**src/rtl/bus_arbiter_pkg.sv**
```systemverilog
// Shared types and constants for the three-requester bus arbiter.
package bus_arbiter_pkg;

    typedef enum logic {
        IDLE,
        GRANT
    } arb_state_t;

    localparam logic [1:0] SEL_REQ0 = 2'b00;
    localparam logic [1:0] SEL_REQ1 = 2'b01;
    localparam logic [1:0] SEL_REQ2 = 2'b10;

    // Convert a one-hot grant into the matching mux select code.
    function automatic logic [1:0] onehot_to_sel(input logic [2:0] onehot);
        logic [1:0] sel;
        case (onehot)
            3'b010:  sel = SEL_REQ1;
            3'b100:  sel = SEL_REQ2;
            default: sel = SEL_REQ0;
        endcase
        return sel;
    endfunction

endpackage

```
**src/rtl/bus_arbiter_if.sv**
```systemverilog
// Request/grant/data bundle between the requesting units and the arbiter.
interface bus_arbiter_if #(
    parameter int SIZE = 16
);
    logic [2:0]      req;
    logic [SIZE-1:0] in0;
    logic [SIZE-1:0] in1;
    logic [SIZE-1:0] in2;
    logic [2:0]      gnt;
    logic [1:0]      sel;
    logic            bus_valid;
    logic [SIZE-1:0] out;

    // Requesting side drives requests and data, observes the grant and bus.
    modport master (
        output req, in0, in1, in2,
        input  gnt, sel, bus_valid, out
    );

    // Arbiter side.
    modport slave (
        input  req, in0, in1, in2,
        output gnt, sel, bus_valid, out
    );
endinterface

```
**src/rtl/bus_arbiter_mux.sv**
```systemverilog
// Shared-datapath multiplexer, two- or three-way depending on IS3WAY.
module bus_arbiter_mux
    import bus_arbiter_pkg::*;
#(
    parameter int SIZE   = 16,
    parameter bit IS3WAY = 1'b1
) (
    input  logic [SIZE-1:0] in0,
    input  logic [SIZE-1:0] in1,
    input  logic [SIZE-1:0] in2,
    input  logic [1:0]      sel,
    output logic [SIZE-1:0] out
);

    // Steer the selected input onto the output; unused codes fall back to in0.
    always_comb begin
        // NOTE: out gets a value before the case so every path assigns it and no latch is inferred.
        out = in0;
        case (sel)
            SEL_REQ1: out = in1;
            SEL_REQ2: if (IS3WAY) out = in2;
            default:  ;
        endcase
    end

endmodule

```
**src/rtl/bus_arbiter.sv**
```systemverilog
// Round-robin arbiter for one shared bus with a bounded hold time per owner.
module bus_arbiter
    import bus_arbiter_pkg::*;
#(
    parameter int SIZE     = 16,
    parameter int MAX_HOLD = 8
) (
    input logic          clk,
    input logic          rst_n,
    bus_arbiter_if.slave bus
);

    localparam logic [3:0] HOLD_LAST = 4'(MAX_HOLD - 1);

    arb_state_t      state;
    logic [2:0]      gnt_q;
    logic [1:0]      sel_q;
    logic            valid_q;
    logic [1:0]      last_owner;
    logic [3:0]      hold_cnt;
    logic [2:0]      winner;
    logic            owner_req;
    logic [SIZE-1:0] mux_out;

    // Round-robin pick: search starts just after the last owner and wraps.
    function automatic logic [2:0] rr_pick(input logic [2:0] cand, input logic [1:0] last);
        logic [2:0] pick;
        case (last)
            2'd0:    pick = cand[1] ? 3'b010 : cand[2] ? 3'b100 : cand[0] ? 3'b001 : 3'b000;
            2'd1:    pick = cand[2] ? 3'b100 : cand[0] ? 3'b001 : cand[1] ? 3'b010 : 3'b000;
            default: pick = cand[0] ? 3'b001 : cand[1] ? 3'b010 : cand[2] ? 3'b100 : 3'b000;
        endcase
        return pick;
    endfunction

    // The current owner is masked out, so the same winner serves idle pickup,
    // release handoff and preemption alike.
    assign winner    = rr_pick(bus.req & ~gnt_q, last_owner);
    assign owner_req = |(bus.req & gnt_q);

    // Arbitration FSM with hold counter and round-robin pointer; all outputs registered.
    always_ff @(posedge clk) begin
        // NOTE: non-blocking assignments so every register updates from pre-edge values.
        if (!rst_n) begin
            state      <= IDLE;
            gnt_q      <= 3'b000;
            sel_q      <= SEL_REQ0;
            valid_q    <= 1'b0;
            last_owner <= 2'd2;
            hold_cnt   <= 4'd0;
        end else begin
            case (state)
                IDLE: begin
                    if (|winner) begin
                        state      <= GRANT;
                        gnt_q      <= winner;
                        sel_q      <= onehot_to_sel(winner);
                        valid_q    <= 1'b1;
                        last_owner <= onehot_to_sel(winner);
                        hold_cnt   <= 4'd0;
                    end
                end
                GRANT: begin
                    if ((!owner_req || hold_cnt == HOLD_LAST) && |winner) begin
                        // Release or hold limit reached with someone waiting: hand off directly.
                        gnt_q      <= winner;
                        sel_q      <= onehot_to_sel(winner);
                        last_owner <= onehot_to_sel(winner);
                        hold_cnt   <= 4'd0;
                    end else if (!owner_req) begin
                        // Released with nobody waiting; sel keeps its last value.
                        state    <= IDLE;
                        gnt_q    <= 3'b000;
                        valid_q  <= 1'b0;
                        hold_cnt <= 4'd0;
                    end else if (hold_cnt != HOLD_LAST) begin
                        hold_cnt <= hold_cnt + 4'd1;
                    end
                end
            endcase
        end
    end

    bus_arbiter_mux #(
        .SIZE   (SIZE),
        .IS3WAY (1'b1)
    ) u_mux (
        .in0 (bus.in0),
        .in1 (bus.in1),
        .in2 (bus.in2),
        .sel (sel_q),
        .out (mux_out)
    );

    assign bus.gnt       = gnt_q;
    assign bus.sel       = sel_q;
    assign bus.bus_valid = valid_q;
    assign bus.out       = mux_out;

endmodule

```
**src/flat_wrapper.sv**
```systemverilog
// flat-port wrapper written by rule: the top's interface ports become plain ports
module bus_arbiter_flat import bus_arbiter_pkg::*;
#(
    parameter int SIZE     = 16,
    parameter int MAX_HOLD = 8
)
  (clk, rst_n, bus_req, bus_in0, bus_in1, bus_in2, bus_gnt, bus_sel, bus_bus_valid, bus_out);
  bus_arbiter_if #(.SIZE(SIZE)) bus_i ();
  input logic clk;
  input logic rst_n;
  input wire logic [$bits(bus_i.req)-1:0] bus_req;
  input wire logic [$bits(bus_i.in0)-1:0] bus_in0;
  input wire logic [$bits(bus_i.in1)-1:0] bus_in1;
  input wire logic [$bits(bus_i.in2)-1:0] bus_in2;
  output wire logic [$bits(bus_i.gnt)-1:0] bus_gnt;
  output wire logic [$bits(bus_i.sel)-1:0] bus_sel;
  output wire logic [$bits(bus_i.bus_valid)-1:0] bus_bus_valid;
  output wire logic [$bits(bus_i.out)-1:0] bus_out;
  assign bus_i.req = bus_req;
  assign bus_i.in0 = bus_in0;
  assign bus_i.in1 = bus_in1;
  assign bus_i.in2 = bus_in2;
  assign bus_gnt = bus_i.gnt;
  assign bus_sel = bus_i.sel;
  assign bus_bus_valid = bus_i.bus_valid;
  assign bus_out = bus_i.out;
  bus_arbiter #(.SIZE(SIZE), .MAX_HOLD(MAX_HOLD)) u_core (.clk(clk), .rst_n(rst_n), .bus(bus_i));
endmodule
```
**config.mk**
```make
export PLATFORM = sky130hd
export DESIGN_NAME = bus_arbiter_flat
export DESIGN_NICKNAME = d
export VERILOG_FILES = /design/src/rtl/bus_arbiter_pkg.sv /design/src/rtl/bus_arbiter_if.sv /design/src/rtl/bus_arbiter_mux.sv /design/src/rtl/bus_arbiter.sv /design/src/flat_wrapper.sv
export SDC_FILE = /design/constraint.sdc
export NUM_CORES = 1
export LEC_CHECK = 0
export CORE_ASPECT_RATIO = 1.4
export CORE_MARGIN = 2
export CORE_UTILIZATION = 35
export DETAILED_ROUTE_END_ITERATION = 16
export GPL_TIMING_DRIVEN = 0
export PLACE_DENSITY = 0.86
export SLEW_MARGIN = 0
export SYNTH_ARGS = -nofsm -noshare
export SYNTH_HDL_FRONTEND = slang
export SYNTH_SLANG_ARGS = --single-unit
```
**constraint.sdc**
```tcl
create_clock -name clk -period 3.2 [get_ports clk]
set_input_delay 0.48 -clock clk [delete_from_list [all_inputs] [get_ports clk]]
set_output_delay 0.48 -clock clk [all_outputs]
set_load 0.02 [all_outputs]
```
==> flow_metrics.tcl, run 1 <==
set metrics [dict create \
    status "finished, final reports clean" \
    post_cts_resize_count 0 \
    power.total_w 0.000672 \
    ctsRootBufferMaster "clkbuf_4" \
    drc 0 \
    ir_worst_vdd_uv 310 \
    die_h_um 64.7 \
    synth_seq_area_share_pct 26.1 \
    worst_slew_pin_slew_ns 0.756 \
    synth_fa_ha_area_share_pct 4.07 \
    hp-class "reg2reg" \
    cts_buffers 3 \
    wire_per_inst_um 16.1 \
    yosys.area_share.simple_pct 23.2 \
    reg2reg_depth 4 \
    crit_required_ns 2.72 \
    ctsHoldBuffers 0 \
    worstPathMaxFanout 10 \
    hold_end "u_core.bus.bus_valid" \
    drt-total-wl_mm 3.89 \
    yosysWarnings 0 \
    arrival_ns 2.44 \
    grt_pass1_wl_mm 5.90 \
    grt_overflow 0 \
    timing.setup.tns_ns 0 \
    postLayoutCoreUtil_pct 68.3 \
    final_layout_size_suffix_gt1_share_pct 4.37 \
    clockBufferDepth 2 \
    syn_nets 184 \
    hpwl_mm 3.29 \
    ys_ff_latch 12 \
    drt_iter0_markers 32 \
    vias 1305 \
    final_area_mm2 0.00175 \
    period_minus_slack_ns 2.92 \
    hold_depth 2 \
    insertion_delay_ns 0.28 \
    place_area_mm2 0.00171 \
    ioPinCount 75 \
    criticalPathCategory "reg2out" \
    netlist_instances 128 \
    slowest_stage "clkdlybuf4s50_1" \
    hold_viol 0 \
    worstReg2RegStart "u_core.bus.gnt[0]" \
    ys_types 29 \
    via_per_inst 5.39 \
    fin_crit_sh_pct 91.3 \
    setup_violations 0 \
    yosys_most_used_dff "dfxtp_1" \
    synth_xor_area_share_pct 0.950 \
    syn_area_um2 922 \
    ant_nets 0 \
    firstDrtPassIters 5 \
    grt_max_degree 11 \
    pre_cts_ws_ns 0.406 \
    layout_setup_ws_ns 0.280 \
    nFillCells 215 \
    worstPathCellList "ha_1 > clkbuf_1 > clkbuf_2 > a22oi_1 > o21ai_0 > clkdlybuf4s50_1" \
    relSlewSlack_pct 49.6 \
    final_common_cell "clkdlybuf4s50_1" \
    layout_common_cells "clkdlybuf4s50_1 (73), nand2_1 (23), o21ai_0 (17)" \
    postSynthAreaPerCell_um2 7.20 \
    hold_start "u_core.bus.bus_valid" \
    synth_compound_area_share_pct 37.7 \
    rows 22 \
    htree_levels 1 \
    synthMuxAreaShare_pct 1.09 \
    fmax_mhz 342 \
    max_cap_violations 0 \
    cts_tree "done" \
    p_leak_nw 0.652 \
    die_area_mm2 0.00307 \
    floorplan.initialDensity_pct 36.0 \
    postCtsSetupBuffers 0 \
    clk_pin_slew_ns 0.08 \
    grt_use_total_pct 25.8 \
    clock-sinks 12 \
    synth-edff-count 0 \
    synth_top_family_by_area "compound AO/OA/AOI/OAI gates" \
    cp-end-kind "output port" \
    fin_nets 263 \
    antenna_found_initial 0 \
    async_reset_ff_share_pct 0 \
    power_density_mw_per_mm2 384 \
    r2r_slack_ns 1.31 \
    port_buffers 74 \
    num_antenna_cells 0 \
    coreArea_mm2 0.00256 \
    fin_skew_ns 0.0106 \
    maxSlewViolCount 0 \
    r2r-end "u_core.bus.sel[1]" \
    critPathMaxStageDelay_ns 0.64 \
    die_x_um 47.4 \
    area.growth.synth_to_final_pct 89.7 \
    place_congestion 0.840 \
    grt_pass1_vias 1301 \
    rsz0062_at_grt "false" \
    worstSetupStartpointType "flip-flop" \
]
==> sequential cells by signal, indices dropped and copies added, names as in the netlist <==
| register | count |
|---|---|
| u_core.hold_cnt | 4 |
| u_core.bus.sel | 1 |
| u_core.last_owner | 2 |
| u_core.bus.gnt | 3 |
| u_core.bus.bus_valid | 1 |
| u_core.state | 1 |
==> kinds of logic (layout without fill, tap and decap cells) <==
family          count (synthesis)  after routing
compound gates                 50             50
mux                             1              1
buf+inv                        16             94
fa+ha+maj                       3              3
flops                          12             12
simple gates                   45             45
xor+xnor                        1              1
==> per-layer routing <==
metal  track usage (%)  vias up  part of all wire [%]
met2              45.3       72                    50
met3              6.96       17                    10
met1              25.0      589                    35
met4              14.9        0                   4.5
met5                 0        -                     0
li1                  -      627                     -
==> per-stage QoR <==
step                      hold WS [ns]  instances
after CTS                        0.495        242
after global placement           0.455        238
after global routing             0.523        242
after floorplan                  0.460        128
after detailed placement         0.474        238
final                            0.494        242
==> cells in the mapped netlist (2+ instances only) <==
cell type | count | share of area, %
a21oi_1 | 2 | 1.1
a22o_1 | 3 | 2.8
a22oi_1 | 16 | 13
clkbuf_1 | 9 | 3.7
dfxtp_1 | 12 | 26
ha_1 | 3 | 4.1
inv_1 | 6 | 2.4
nand2_1 | 23 | 9.4
nand2b_1 | 4 | 2.7
nand3_1 | 3 | 1.6
nand3b_1 | 3 | 2.4
nand4_1 | 2 | 1.4
nor2_1 | 5 | 2.0
nor3_1 | 3 | 1.6
o21ai_0 | 17 | 9.2
o21ai_1 | 3 | 1.6
o2bb2ai_1 | 2 | 1.9
==> cell type report <==
cell class	count	area [um2]	area share (%)
clock buffers	4	36.3	2.07
inverters	6	22.5	1.29
multi-input cells	100	618	35.3
repair buffers	74	743	42.5
well taps	36	45.0	2.58
plain buffers	10	43.8	2.50
flip-flops and latches	12	240	13.7
==> report_power, final <==
part / switching (W) / internal (W) / total, W / leakage, nW
logic: 0.000187 / 0.000184 / 0.000371 / 0.533
clock network: 0.0000539 / 0.0000693 / 0.000123 / 0.0210
registers: 0.0000153 / 0.000163 / 0.000178 / 0.0985
==> critical path: cells and delay by family, from the launching register on <==
kind,cells,cell delay [ns]
AO/OA/AOI/OAI,2,0.30
buffers and inverters,3,1.21
adder cells (fa/ha/maj),1,0.19
flip-flops,1,0.45
==> worst max-delay path by stage <==
stage,start,end,depth (start not counted)
finish,u_core.last_owner[0],bus_out[13],6
global route,u_core.last_owner[0],bus_out[7],6
CTS,u_core.last_owner[0],bus_out[14],6
detailed placement,u_core.last_owner[0],bus_out[14],6
global placement,u_core.last_owner[0],bus_out[7],7
floorplan,u_core.bus.sel[1],bus_out[10],5
(Power assumes the default switching activity.)
==> inputs of run 2 (changes only) <==
Settings changed: ABC_AREA set to 1, CORE_ASPECT_RATIO 1.4 to 0.75, CORE_UTILIZATION 35 to 38.
==> run 2 against run 1 <==
Net effect:
- register-to-register slack improved by 0.34 ns
- wire length fell by 8.2%
- die area rose by 7.3%
==> flow_metrics.tcl, run 2 <==
set metrics [dict create \
    status "finished, final reports clean" \
    largest_reg_flops 4 \
    wl_met2_mm 1.58 \
    relSlewSlack_pct 67.4 \
    area.growth.synth_to_final_pct 77.4 \
    antenna_found_initial 0 \
    via_per_inst 4.79 \
    synth-edff-count 0 \
    setup_violations 0 \
    maxSlewViolCount 0 \
    hpwl_mm 2.92 \
    rsz0062_at_grt "false" \
    grt_overflow 0 \
    synth_fa_ha_area_share_pct 3.47 \
    ctsRootBufferMaster "clkbuf_8" \
    port_buffers 74 \
    place_congestion 0.772 \
    netlist_top_cells_count "nand2_1 (44), a21oi_1 (41), nor2_1 (28)" \
    worstReg2RegStart "u_core.bus.gnt[2]" \
    clock-sinks 12 \
    fmax_mhz 334 \
    highest_layer "met4" \
    num_antenna_cells 0 \
    firstDrtPassIters 4 \
    hold_depth 2 \
    synth_top_area_share_pct 22.2 \
    drc 0 \
    fin_crit_sh_pct 93.5 \
    hold_slack_ns 0.490 \
    r2r_slack_ns 1.65 \
    clk_pin_slew_ns 0.05 \
    grt_max_degree 11 \
    drt-total-wl_mm 3.57 \
    die_h_um 50.2 \
    place_area_mm2 0.00187 \
    synth_xor_area_share_pct 1.62 \
    worst_slew_pin_slew_ns 0.488 \
    final_common_cell "clkdlybuf4s50_1" \
    final_layout_size_suffix_gt1_share_pct 8.71 \
    syn_area_mm2 0.00108 \
    drt-met1-wl_mm 1.70 \
    synth.most_common_cell "nand2_1" \
    grt_use_total_pct 23.6 \
    grt_pass1_vias 1388 \
    crit_path_end "bus_out[9]" \
    regMostFlops "u_core.hold_cnt" \
    p_leak_nw 0.826 \
    die_x_um 65.6 \
    htree_levels 1 \
    ir_worst_vdd_uv 432 \
    vias 1437 \
    crit_start "u_core.last_owner[0]" \
    yosys_most_used_dff "dfxtp_1" \
    netlist_instances 187 \
    ys_ff_latch 12 \
    r2r-end "u_core.bus.gnt[2]" \
    crit_required_ns 2.72 \
    final_area_mm2 0.00192 \
    cp-end-kind "output port" \
    rows 16 \
    dpl.cell_count 297 \
    route.met3.wl_um 267 \
    die_area_mm2 0.00329 \
    ant_nets 0 \
    cts_tree "done" \
    layout_common_cells "clkdlybuf4s50_1 (74), nand2_1 (44), a21oi_1 (41)" \
    postSynthAreaPerCell_um2 5.78 \
    worstPathMaxFanout 10 \
    fin_skew_ns 0.00217 \
    hp-class "reg2reg" \
    cts_buffers 3 \
    synth_top_family_by_area "simple AND/OR/NAND/NOR gates" \
    floorplan.initialDensity_pct 40.6 \
    synth_compound_area_share_pct 22.6 \
    grt_pass1_wl_mm 6.03 \
    wire_per_inst_um 11.9 \
    timing.setup.tns_ns 0 \
    worstSetupStartpointType "flip-flop" \
    clockBufferDepth 2 \
    period_minus_slack_ns 2.99 \
    yosys.area_share.simple_pct 39.7 \
    synthMuxAreaShare_pct 0 \
    hold_viol 0 \
    max_cap_violations 0 \
    insertion_delay_ns 0.24 \
    reg2reg_depth 8 \
    ioPinCount 75 \
    post_cts_resize_count 0 \
    criticalPathCategory "reg2out" \
    synth_seq_area_share_pct 22.2 \
    synth_area_leaders "dfxtp_1 (22%), a21oi_1 (19%), nand2_1 (15%), nor2_1 (9.7%), inv_1 (6.9%)" \
    syn_nets 243 \
    ctsHoldBuffers 0 \
    yosys.area.top_type "dfxtp_1" \
    async_reset_ff_share_pct 0 \
    nFillCells 224 \
    stdcell_count 300 \
    drt_iter0_markers 67 \
    yosysWarnings 0 \
    fin_nets 321 \
    arrival_ns 2.51 \
    postCtsSetupBuffers 0 \
    postLayoutCoreUtil_pct 72.0 \
    ys_types 22 \
    coreArea_mm2 0.00266 \
    power_density_mw_per_mm2 598 \
]
## run 2: critical path, cell delays in order (launching register included)
cell and delay, ns:
dfxtp_1 0.41, inv_1 0.07, ha_1 0.27, clkbuf_1 0.27, clkbuf_1 0.39, a21oi_1 0.08, a21oi_1 0.15, clkdlybuf4s50_1 0.64
## run 2: routing by layer
| metal | GRT usage [%] | vias to the layer above |
|---|---|---|
| met4 | 4.17 | 0 |
| met2 | 36.9 | 59 |
| li1 | - | 752 |
| met5 | 0 | - |
| met1 | 32.8 | 624 |
| met3 | 6.73 | 2 |
## run 2: stage by stage
stage                     setup WS, ns  power, W
after global placement           0.325  0.000978
after detailed placement         0.328  0.000984
after floorplan                  0.981  0.000656
after CTS                       0.0622   0.00116
after global routing           0.00964   0.00124
final                            0.208   0.00115
## run 2: cells by family after synthesis
logic type	count (synthesis)
simple gates	95
compound gates	46
buf+inv	29
flops	12
fa+ha+maj	3
xor+xnor	2
## run 2: how the worst min path moves through the flow
| stage | from | end |
|---|---|---|
| final | u_core.bus.bus_valid | u_core.bus.bus_valid |
| after global routing | u_core.bus.bus_valid | u_core.bus.bus_valid |
| after CTS | u_core.bus.bus_valid | u_core.bus.bus_valid |
| after detailed placement | u_core.bus.bus_valid | u_core.bus.bus_valid |
| after global placement | u_core.bus.bus_valid | u_core.bus.bus_valid |
| after floorplan | u_core.last_owner[1] | u_core.last_owner[1] |
## run 2: report_power, final
part	internal, W	total [W]	switching, W	leakage, nW
Sequential	0.000180	0.000215	0.0000350	0.0989
Combinational	0.000344	0.000769	0.000425	0.699
Clock	0.000109	0.000163	0.0000548	0.0288
## run 2: final cells by class
cell class | instances | area (um2) | share of cell area [%]
Sequential cell | 12 | 240 | 12.5
Buffer | 7 | 30.0 | 1.57
Timing Repair Buffer | 74 | 741 | 38.6
Inverter | 21 | 78.8 | 4.11
Tap cell | 36 | 45.0 | 2.35
Clock buffer | 4 | 55.1 | 2.87
Multi-Input combinational cell | 146 | 728 | 38.0
